[src/rtl/serial_adder_if.sv]
// serial_adder_if: operand/result handshake bundle for serial_adder (sub port under SERIAL_ADDER_SUB_EN)
interface serial_adder_if #(parameter int WIDTH = 8);
  logic             in_valid;
  logic             in_ready;
  logic [WIDTH-1:0] a;
  logic [WIDTH-1:0] b;
  logic             cin;
`ifdef SERIAL_ADDER_SUB_EN
  logic             sub;
`endif
  logic             out_valid;
  logic             out_ready;
  logic [WIDTH-1:0] sum;
  logic             cout;
  logic             busy;
`ifdef SERIAL_ADDER_SUB_EN
  modport master (output in_valid, a, b, cin, sub, out_ready,
                  input in_ready, out_valid, sum, cout, busy);
  modport slave  (input in_valid, a, b, cin, sub, out_ready,
                  output in_ready, out_valid, sum, cout, busy);
`else
  modport master (output in_valid, a, b, cin, out_ready,
                  input in_ready, out_valid, sum, cout, busy);
  modport slave  (input in_valid, a, b, cin, out_ready,
                  output in_ready, out_valid, sum, cout, busy);
`endif
endinterface

[src/rtl/serial_adder.sv]
// serial_adder: bit-serial LSB-first adder, one bit per clock; SERIAL_ADDER_SUB_EN adds a-b via the sub port
module serial_adder #(
  parameter  int WIDTH = 8,
  localparam int CNT_W = $clog2(WIDTH + 1)
) (
  input logic clk,
  input logic rst,
  serial_adder_if.slave io
);
  typedef enum logic [1:0] {IDLE, BUSY, DONE} state_t;
  state_t             state_q, state_d;
  logic [WIDTH-1:0]   a_q, a_d, b_q, b_d, sum_q, sum_d;
  logic               carry_q, carry_d;
  logic [CNT_W-1:0]   cnt_q, cnt_d;
  logic [WIDTH-1:0]   b_ld;
  logic               c_ld, s, maj;
`ifdef SERIAL_ADDER_SUB_EN
  // subtraction is a + ~b + 1
  assign b_ld = io.sub ? ~io.b : io.b;
  assign c_ld = io.sub ? 1'b1 : io.cin;
`else
  assign b_ld = io.b;
  assign c_ld = io.cin;
`endif
  assign s   = a_q[0] ^ b_q[0] ^ carry_q;
  assign maj = (a_q[0] & b_q[0]) | (a_q[0] & carry_q) | (b_q[0] & carry_q);
  always_comb begin
    state_d = state_q;
    a_d     = a_q;
    b_d     = b_q;
    sum_d   = sum_q;
    carry_d = carry_q;
    cnt_d   = cnt_q;
    case (state_q)
      IDLE: if (io.in_valid) begin
        a_d     = io.a;
        b_d     = b_ld;
        carry_d = c_ld;
        cnt_d   = '0;
        state_d = BUSY;
      end
      BUSY: begin
        sum_d   = {s, sum_q[WIDTH-1:1]};
        carry_d = maj;
        a_d     = a_q >> 1;
        b_d     = b_q >> 1;
        cnt_d   = cnt_q + CNT_W'(1);
        state_d = (cnt_q == CNT_W'(WIDTH - 1)) ? DONE : BUSY;
      end
      DONE:    state_d = io.out_ready ? IDLE : DONE;
      default: state_d = IDLE;
    endcase
  end
  always_ff @(posedge clk or posedge rst) begin
    if (rst) begin
      state_q <= IDLE;
      a_q     <= '0;
      b_q     <= '0;
      sum_q   <= '0;
      carry_q <= 1'b0;
      cnt_q   <= '0;
    end else begin
      state_q <= state_d;
      a_q     <= a_d;
      b_q     <= b_d;
      sum_q   <= sum_d;
      carry_q <= carry_d;
      cnt_q   <= cnt_d;
    end
  end
  assign io.in_ready  = state_q == IDLE;
  assign io.busy      = state_q == BUSY;
  assign io.out_valid = state_q == DONE;
  assign io.sum       = sum_q;
  assign io.cout      = carry_q;
endmodule
[src/flat_wrapper.sv]
// flat-port wrapper written by rule: the top's interface ports become plain ports
module serial_adder_flat 
#(
  parameter  int WIDTH = 8,
  localparam int CNT_W = $clog2(WIDTH + 1)
)
  (clk, rst, io_in_valid, io_a, io_b, io_cin, io_out_ready, io_in_ready, io_out_valid, io_sum, io_cout, io_busy);
  serial_adder_if #(.WIDTH(WIDTH)) io_i ();
  input logic clk;
  input logic rst;
  input wire logic [$bits(io_i.in_valid)-1:0] io_in_valid;
  input wire logic [$bits(io_i.a)-1:0] io_a;
  input wire logic [$bits(io_i.b)-1:0] io_b;
  input wire logic [$bits(io_i.cin)-1:0] io_cin;
  input wire logic [$bits(io_i.out_ready)-1:0] io_out_ready;
  output wire logic [$bits(io_i.in_ready)-1:0] io_in_ready;
  output wire logic [$bits(io_i.out_valid)-1:0] io_out_valid;
  output wire logic [$bits(io_i.sum)-1:0] io_sum;
  output wire logic [$bits(io_i.cout)-1:0] io_cout;
  output wire logic [$bits(io_i.busy)-1:0] io_busy;
  assign io_i.in_valid = io_in_valid;
  assign io_i.a = io_a;
  assign io_i.b = io_b;
  assign io_i.cin = io_cin;
  assign io_i.out_ready = io_out_ready;
  assign io_in_ready = io_i.in_ready;
  assign io_out_valid = io_i.out_valid;
  assign io_sum = io_i.sum;
  assign io_cout = io_i.cout;
  assign io_busy = io_i.busy;
  serial_adder #(.WIDTH(WIDTH)) u_core (.clk(clk), .rst(rst), .io(io_i));
endmodule
[config.mk]
export PLATFORM = sky130hd
export DESIGN_NAME = serial_adder_flat
export DESIGN_NICKNAME = d
export VERILOG_FILES = /design/src/rtl/serial_adder_if.sv /design/src/rtl/serial_adder.sv /design/src/flat_wrapper.sv
export SDC_FILE = /design/constraint.sdc
export NUM_CORES = 1
export LEC_CHECK = 0
export ABC_AREA = 1
export CORE_UTILIZATION = 30
export CTS_BUF_LIST = sky130_fd_sc_hd__clkbuf_2 sky130_fd_sc_hd__clkbuf_4 sky130_fd_sc_hd__clkbuf_8
export DETAILED_ROUTE_END_ITERATION = 7
export GPL_ROUTABILITY_DRIVEN = 1
export PLACE_DENSITY = 0.54
export SETUP_SLACK_MARGIN = 0.02
export SLEW_MARGIN = 20
export SYNTH_ARGS = -nofsm -noshare
export SYNTH_HDL_FRONTEND = slang
export SYNTH_SLANG_ARGS = --single-unit
[constraint.sdc]
create_clock -name clk -period 1.2 [get_ports clk]
set_clock_uncertainty 0.1 [all_clocks]
set_input_delay 0.18 -clock clk [delete_from_list [all_inputs] [get_ports clk]]
set_output_delay 0.18 -clock clk [all_outputs]
set_load 0.01 [all_outputs]
# --- After elaboration in Yosys (flattened, before gate mapping) ---
# Cells that the tools add are included.
word_totals:
  regBits: 31
  output_inout_bits: 12
  elab_cells: 33
op_classes:
  addsub: 1
  n_eq_ne: 4
  n_mux: 12
  bitwise_logic: 7
  reduce_logical: 3
ops:
  columns: ["op", "n"]
  rows:
  - ["$pmux W8 S2", 2]
  - ["$mux W8", 2]
  - ["$pmux W4 S2", 1]
  - ["$mux W2", 3]
  - ["$pmux W2 S3", 1]
  - ["$add A4 B1 Y4 const B", 1]
  - ["$eq A4 B3 Y1 const B", 1]
  - ["$mux W4", 1]
  - ["$and A1 B1 Y1", 3]
  - ["$eq A2 B1 Y1 const B", 1]
  - ["$eq A2 B2 Y1 const B", 1]
  - ["$logic_not A2 Y1", 1]
  - ["$ne A2 B2 Y1 const B", 1]
  - ["$or A1 B1 Y1", 2]
  - ["$pmux W1 S2", 1]
  - ["$reduce_and A2 Y1", 1]
  - ["$reduce_bool A2 Y1", 1]
  - ["$xor A1 B1 Y1", 2]
  - ["$mux W1", 1]

# --- Longest topological paths before layout ---
# Gate-level depths: netlist (run 1).
logic_depth:
  ltp_word: 4
  depth_mapped: 5

# --- Least setup slack after synthesis (run 1) ---
# OpenSTA, ideal clock, no wires.
synth_timing:
  path_kind: "reg-to-reg"
  start: "register u_core.carry_q, in the netlist u_core.io.cout"
  end: "register u_core.carry_q, in the netlist u_core.io.cout"
  setup_ns: 0.117
  arrival_time_ns: 1.031
  t_required_ns: 0.983
  slack_ns: -0.048
  path_stages_with_launch: 6
  path_buffers: 0
  synth_period_minus_slack_ns: 1.248
  cell_sequence: "dfrtp_1 > fa_1 > inv_1 > nand2_1 > nand3_1 > nand2_1"
synth_between:
  elab_chain_cells: 4
  elab_cells_between_ends: 5
  cone_classes: "1 x mux; 4 x bitwise"
synth_lines:
  columns: ["item", "line_no", "text"]
  rows:
  - ["from (decl)", "serial_adder.sv:13", "logic carry_q, carry_d;"]
  - ["from (signal assigned)", "serial_adder.sv:67", "carry_q <= carry_d;"]
  - ["$and A1 B1 Y1", "serial_adder.sv:26", "assign maj = (a_q[0] & b_q[0]) | (a_q[0] & carry_q) | (b_q[0] & carry_q);"]
  - ["$or A1 B1 Y1", "serial_adder.sv:26", null]
  - ["$or A1 B1 Y1 (*)", "serial_adder.sv:26", null]
  - ["$pmux W1 S2 (*)", "serial_adder.sv:34", "case (state_q)"]
# Mark *: on every way between the ends. The rest lies on a longest branch, timed or not.
# A chain may end at the register's enable or synchronous reset.

# --- Final worst setup path (run 1) ---
layout_timing:
  start: "register u_core.state_q[1]"
  end: "output port io_busy"
layout_between:
  elab_chain_cells: 1
layout_lines:
  columns: ["item", "line_no", "text"]
  rows:
  - ["from (decl)", "serial_adder.sv:11", "state_t state_q, state_d;"]
  - ["from (signal assigned)", "serial_adder.sv:63", "state_q <= state_d;"]
  - ["$eq A2 B1 Y1", "serial_adder.sv:72", "assign io.busy = state_q == BUSY;"]
  - ["to (decl)", "flat_wrapper.sv:20", "output wire logic [$bits(io_i.busy)-1:0] io_busy;"]
# No other way between the ends.

==> metrics.md, run 1 <==
| Metric | Value |
|---|---|
| Status | finished with violations |
| Failing checks | setup timing |
| Core Area | 4410 um2 |
| Layout cell share with drive strength beyond 1 | 27.4% |
| Worst path top cell family by delay | flip-flops |
| Number of H-tree levels | 2 |
| Req. time, crit path | 0.92 ns |
| Vert. Die Dim | 70.4 um |
| DR DRC count | 0 |
| Max IR drop VDD | 0.000790 V |
| Most frequent cells in the layout | nand3_1, nand2_1, dfrtp_1 |
| Reg2Reg Setup Slack | -0.11 ns |
| Final setup fails | 32 |
| Cell breakdown of the critical path | buf_4 > nor2_4 > buf_6 |
| Routability congestion estimate | 0.731 |
| Syn nets | 187 |
| Crit path depth | 3 |
| R2R depth | 4 |
| RSZ-0062 raised after global routing | true |
| Setup_tns | -1.64 ns |
| CP Class | reg2out |
| CTS Sinks | 31 |
| CTS tree | done |
| Reg-to-reg endpoint | u_core.io.sum[7] |
| Starting density of the core | 31.8% |
| Crit path DAT | 1.08 ns |
| Register bit total from synthesis | 31 |
| 1st-pass router iterations | 4 |
| I/O pin cnt | 33 |
| Vias | 1343 |
| Setup crit end | io_busy |
| Post-synthesis cell area | 1400 um2 |
| Area grow syn2layout | 55.1% |
| Via count of the first global-routing pass | 1372 |
| Slowest-stage cell, CP | dfrtp_1 |
| RR Startpoint | u_core.io.cout |
| Ys Warns | 0 |
| Final #Nets | 245 |
| Fillers | 426 |
| Global-route wire length before repair | 6.04 mm |
| Total CTS buffers | 5 |
| Root buffer cell | clkbuf_8 |
| Final min period | 1.36 ns |
| HP Class | in2async |
| Drt first-iter violations | 33 |
| Tot GR Track Use | 15.4% |
| Syn Inst Count | 164 |
| Cell Pwr Density | 2320 nW/um2 |
| Final antenna diode count | 0 |
| Static leakage | 1.10 nW |
| Routed WL | 3.59 mm |
| Grt ovf | 0 |
| Synth unique cells | 15 |
| Max stage delay on crit path | 0.39 ns |
| Worst-margin pin slew | 0.177 ns |
| Std-Cell Rows | 24 |
| Commonest non-fill, non-tap cell in the layout | nand3_1 |
| Register area share after synthesis | 55.3% |
| Final hold slack | 0.149 ns |
| Multi-input logic area | 586 um2 |
| Post-Place Setup Slack | -0.268 ns |
| Dpl hpwl | 2.16 mm |
| Buf+Inv Stages, Crit Path | 2 |
| Die width | 70.4 um |
| Per-cell routed wire length | 13.1 um |
| Crit path launch | u_core.state_q[1] |
| Startpoint Class | register |
| Avg Inst Size Synth | 8.55 um2 |
| Reg clk slew, reported paths | 0.06 ns |
| Critical Path End Type | output port |
| Slew headroom | 88.2% |
| Max Clock Freq | 738 MHz |
| Slew Limit Fails | 0 |
| Reg area | 776 um2 |
| Antenna violations before repair | 0 |
| Die area | 4950 um2 |
| ANT nets after route | 0 |
| Fin crit share | 113% |
| Setup ws final | -0.156 ns |
| Number of buffers added on ports | 32 |
| Via density | 4.88 |
| Critical Path Fanout Max | 4 |
| Final Hold Fails | 0 |
| CTS max path bufs | 2 |
| Clk_lat worst skew | 0.28 ns |
| Largest net degree at the start of global routing | 32 |
| Max-cap check violation count | 0 |
-- what timing repair did --
item / CTS / global route
resized for setup: 55 / 19
hold buffers: 0 / 0
pin swaps: 2 / 1
setup endpoints to repair: 43 / 42
buffers inserted: 7 / 4
cloned: 0 / 3
-- area by class of cell --
cell class	instances	area share [%]
well taps	52	2.99
clock buffers	8	4.77
multi-input cells	115	26.9
flip-flops and latches	31	35.7
inverters	9	1.55
repair buffers	60	28.1
-- where the power goes --
group	leakage [nW]	internal (mW)	total, mW	switching (mW)
logic	0.641	1.25	2.42	1.17
clock network	0.0549	0.545	0.916	0.371
registers	0.401	1.47	1.72	0.252
-- stage by stage --
step,instance area (um2),utilization [%],instances,power (mW)
after floorplan,1410,-,164,2.77
after global placement,1880,42.6,254,3.61
after detailed placement,1880,42.6,254,3.67
after CTS,2090,47.4,269,4.82
after global routing,2180,49.3,275,5.44
final,2180,49.3,275,5.06
-- cell usage after synthesis (all sizes together) --
| cell type | count | area, um2 |
|---|---|---|
| buf | 9 | 47.6 |
| inv | 9 | 33.8 |
| nor2 | 4 | 22.5 |
| nand3 | 52 | 260 |
| o21ai | 4 | 20.0 |
| a21oi | 1 | 5.00 |
| ha | 1 | 12.5 |
| o22ai | 1 | 6.26 |
| nand4 | 1 | 6.26 |
| dfrtp | 31 | 776 |
| nand2 | 49 | 184 |
| xnor2 | 1 | 8.76 |
| fa | 1 | 20.0 |
-- routing by layer --
metal | vias to the layer above | global-route usage, % | part of all wire, %
met2 | 44 | 25.3 | 48
met4 | 0 | 6.67 | 1.9
li1 | 655 | - | -
met3 | 9 | 4.04 | 5.8
met1 | 635 | 18.8 | 44
met5 | - | 0 | 0
-- worst min path at each step --
stage                           from                to  cells after the start
CTS                              rst  u_core.io.sum[1]                      3
detailed placement     u_core.b_q[6]     u_core.b_q[5]                      2
global route                     rst  u_core.io.sum[0]                      3
global placement    u_core.io.sum[0]  u_core.io.sum[0]                      2
floorplan                        rst     u_core.a_q[0]                      1
finish                           rst  u_core.io.sum[1]                      3
-- sequential cells by signal, summed over array words and instances, names as in the netlist --
name,cells
u_core.io.sum,8
u_core.cnt_q,4
u_core.io.cout,1
u_core.b_q,8
u_core.state_q,2
u_core.a_q,8
-- worst reg2reg max path: cells and delay by family, from the launching register on --
family / cells / cell delay (ns)
fa+ha+maj: 1 / 0.50
flops: 1 / 0.40
buf+inv: 1 / 0.12
compound gates: 1 / 0.07
simple gates: 1 / 0.05
-- logic make-up (layout without fill, tap and decap cells) --
logic type,Yosys count,count (layout),share of synthesized area (%)
flip-flops,31,31,55.3
AO/OA/AOI/OAI,6,6,2.23
adder cells (fa/ha/maj),2,2,2.32
AND/OR/NAND/NOR,106,106,33.7
XOR/XNOR,1,1,0.625
buffers and inverters,18,77,5.80
(Power assumes the default switching activity.)
==> inputs of run 2 (changes only) <==
--- a/config.mk
+++ b/config.mk
@@ -12,6 +12,7 @@
 export GPL_ROUTABILITY_DRIVEN = 1
 export PLACE_DENSITY = 0.54
 export SETUP_SLACK_MARGIN = 0.02
+export SKIP_CTS_REPAIR_TIMING = 1
 export SLEW_MARGIN = 20
 export SYNTH_ARGS = -nofsm -noshare
 export SYNTH_HDL_FRONTEND = slang
==> metrics.md, run 2 (synthesis gave the netlist of run 1 again) <==
| Metric | Value |
|---|---|
| Status | finished with violations |
| Failing checks | setup timing |
| Final core occ | 49.8% (+0.51 points) |
| Startpoint Class | register |
| Crit path DAT | 1.12 ns (+0.04 ns) |
| Largest net degree at the start of global routing | 32 (unchanged) |
| Die area | 4950 um2 (unchanged) |
| Final antenna diode count | 0 (unchanged) |
| HP Class | in2async |
| 1st-pass router iterations | 4 (unchanged) |
| Drt first-iter violations | 56 (+70%) |
| Routed WL | 3.76 mm (+4.7%) |
| Setup ws final | -0.199 ns (-0.0433 ns) |
| Commonest non-fill, non-tap cell in the layout | nand3_1 |
| Die width | 70.4 um (unchanged) |
| Dpl hpwl | 2.16 mm (unchanged) |
| Per-cell routed wire length | 13.9 um (+6.2%) |
| Layout cell share with drive strength beyond 1 | 21.5% (-5.9 points) |
| Total CTS buffers | 5 (unchanged) |
| Final #Nets | 241 (-1.6%) |
| Non-Filler Instances | 271 (-1.5%) |
| DP Cell Count | 254 (unchanged) |
| Area grow syn2layout | 56.7% |
| Critical Path Fanout Max | 3 (-1) |
| Slew headroom | 87.7% (-0.55 points) |
| CTS max path bufs | 2 (unchanged) |
| Final min period | 1.40 ns (+0.0433 ns) |
| Root buffer cell | clkbuf_8 |
| Clock share of power | 18.2% (about the same) |
| Starting density of the core | 31.8% (unchanged) |
| Switching Power | 1.79 mW (+0.12%) |
| Grt ovf | 0 (unchanged) |
| Cell Pwr Density | 2290 nW/um2 (-1.4%) |
| Via count of the first global-routing pass | 1299 (-5.3%) |
| Critical Path End Type | output port |
| Reg clk slew, reported paths | 0.06 ns (about the same) |
| Final setup fails | 25 (-22%) |
| Max Clock Freq | 715 MHz (-3.1%) |
| CTS Sinks | 31 (unchanged) |
| Max-cap check violation count | 0 (unchanged) |
| Final hold slack | 0.151 ns (+0.00237 ns) |
| DR DRC count | 0 (unchanged) |
| Via density | 4.90 (+0.42%) |
| Max IR drop VDD | 0.000764 V (-3.3%) |
| Final Hold Fails | 0 (unchanged) |
| Number of H-tree levels | 2 (unchanged) |
| Fin crit share | 117% (+3.6 points) |
| Req. time, crit path | 0.92 ns (about the same) |
| P_int | 3.24 mW (-0.69%) |
| Vert. Die Dim | 70.4 um (unchanged) |
| Static leakage | 1.16 nW (+5.4%) |
| Tot GR Track Use | 14.8% (-0.52 points) |
| Std-Cell Rows | 24 (unchanged) |
| Routability congestion estimate | 0.731 (unchanged) |
| Antenna violations before repair | 0 (unchanged) |
| Global-route wire length before repair | 5.81 mm (-3.9%) |
| RSZ-0062 raised after global routing | true |
| CP Class | reg2out |
| Number of buffers added on ports | 32 (unchanged) |
| Vias | 1329 (-1.0%) |
| ANT nets after route | 0 (unchanged) |
| I/O pin cnt | 33 (unchanged) |
| Most frequent cells in the layout | nand3_1, nand2_1, dfrtp_1 |
| Core Area | 4410 um2 (unchanged) |
| Switch share | 35.6% (+0.19 points) |
| CTS tree | done |
| Clk_lat worst skew | 0.28 ns (about the same) |
| Worst-margin pin slew | 0.185 ns (+0.00828 ns) |
| Seq pwr share | 34.8% (+0.8 points) |
| Reg2Reg Setup Slack | -0.09 ns (+0.02 ns) |
| Slew Limit Fails | 0 (unchanged) |
| Combinational Power Share | 47.0% (-0.9 points) |
[run 2: cell types whose count changed in the layout (fill, tap and decap cells not counted), moves of 2 or more]
cell,before,now
buf_4,15,12
buf_6,11,8
clkbuf_2,6,1
dlymetal6s2s_1,0,8
inv_1,5,7
inv_2,4,1
nand2_1,45,47
nand2_4,3,1
[run 2: worst max-delay path, cell delays in order (launching register included)]
cell     delay (ns)
dfrtp_1        0.40
buf_6          0.12
inv_4          0.03
nor2_4         0.15
buf_6          0.13
[run 2: layout make-up]
cell class | count | area (um2)
Clock buffer | 8 | 104
Multi-Input combinational cell | 115 | 591
Fill cell | 428 | 2220
Sequential cell | 31 | 777
Timing Repair Buffer | 56 | 626
Inverter | 9 | 36.3
Tap cell | 52 | 65.1
[run 2: power groups by stage]
stage | combinational [mW] | clock [mW] | sequential, mW
2_1_floorplan | 0.985 | 0 | 1.79
3_3_place_gp | 1.89 | 0 | 1.73
3_5_place_dp | 1.92 | 0 | 1.75
4_1_cts | 1.93 | 0.941 | 1.73
5_1_grt | 2.62 | 0.981 | 1.81
6_report | 2.36 | 0.917 | 1.75
[run 2: path summary, 6_finish.rpt]
kind | start | end | cells after the start
max | u_core.state_q[0] | io_busy | 4
min | rst | u_core.io.sum[3] | 3
max reg2reg | u_core.state_q[0] | u_core.io.cout | 7
min reg2reg | u_core.b_q[6] | u_core.b_q[5] | 2
max in group asynchronous | rst | u_core.state_q[1] | 3
min in group clk | io_a[7] | u_core.a_q[7] | 3
[run 2: metal layers]
metal / share of wire, % / vias to the layer above / global-route usage [%]
met4: 2.0 / 0 / 6.67
li1: - / 651 / -
met2: 48 / 36 / 22.8
met5: 0 / - / 0
met3: 4.9 / 10 / 4.04
met1: 45 / 632 / 19.5
[run 2: through the flow]
step                      worst slack [ns]  TNS [ns]  total power, mW  instance area, um2
after floorplan                    -0.0107   -0.0107             2.77                1410
after global placement              -0.275     -2.64             3.61                1880
after detailed placement            -0.268     -2.94             3.67                1880
after CTS                           -0.581     -4.91             4.60                1980
after global routing                -0.240     -3.07             5.41                2200
final                               -0.199     -1.48             5.04                2200
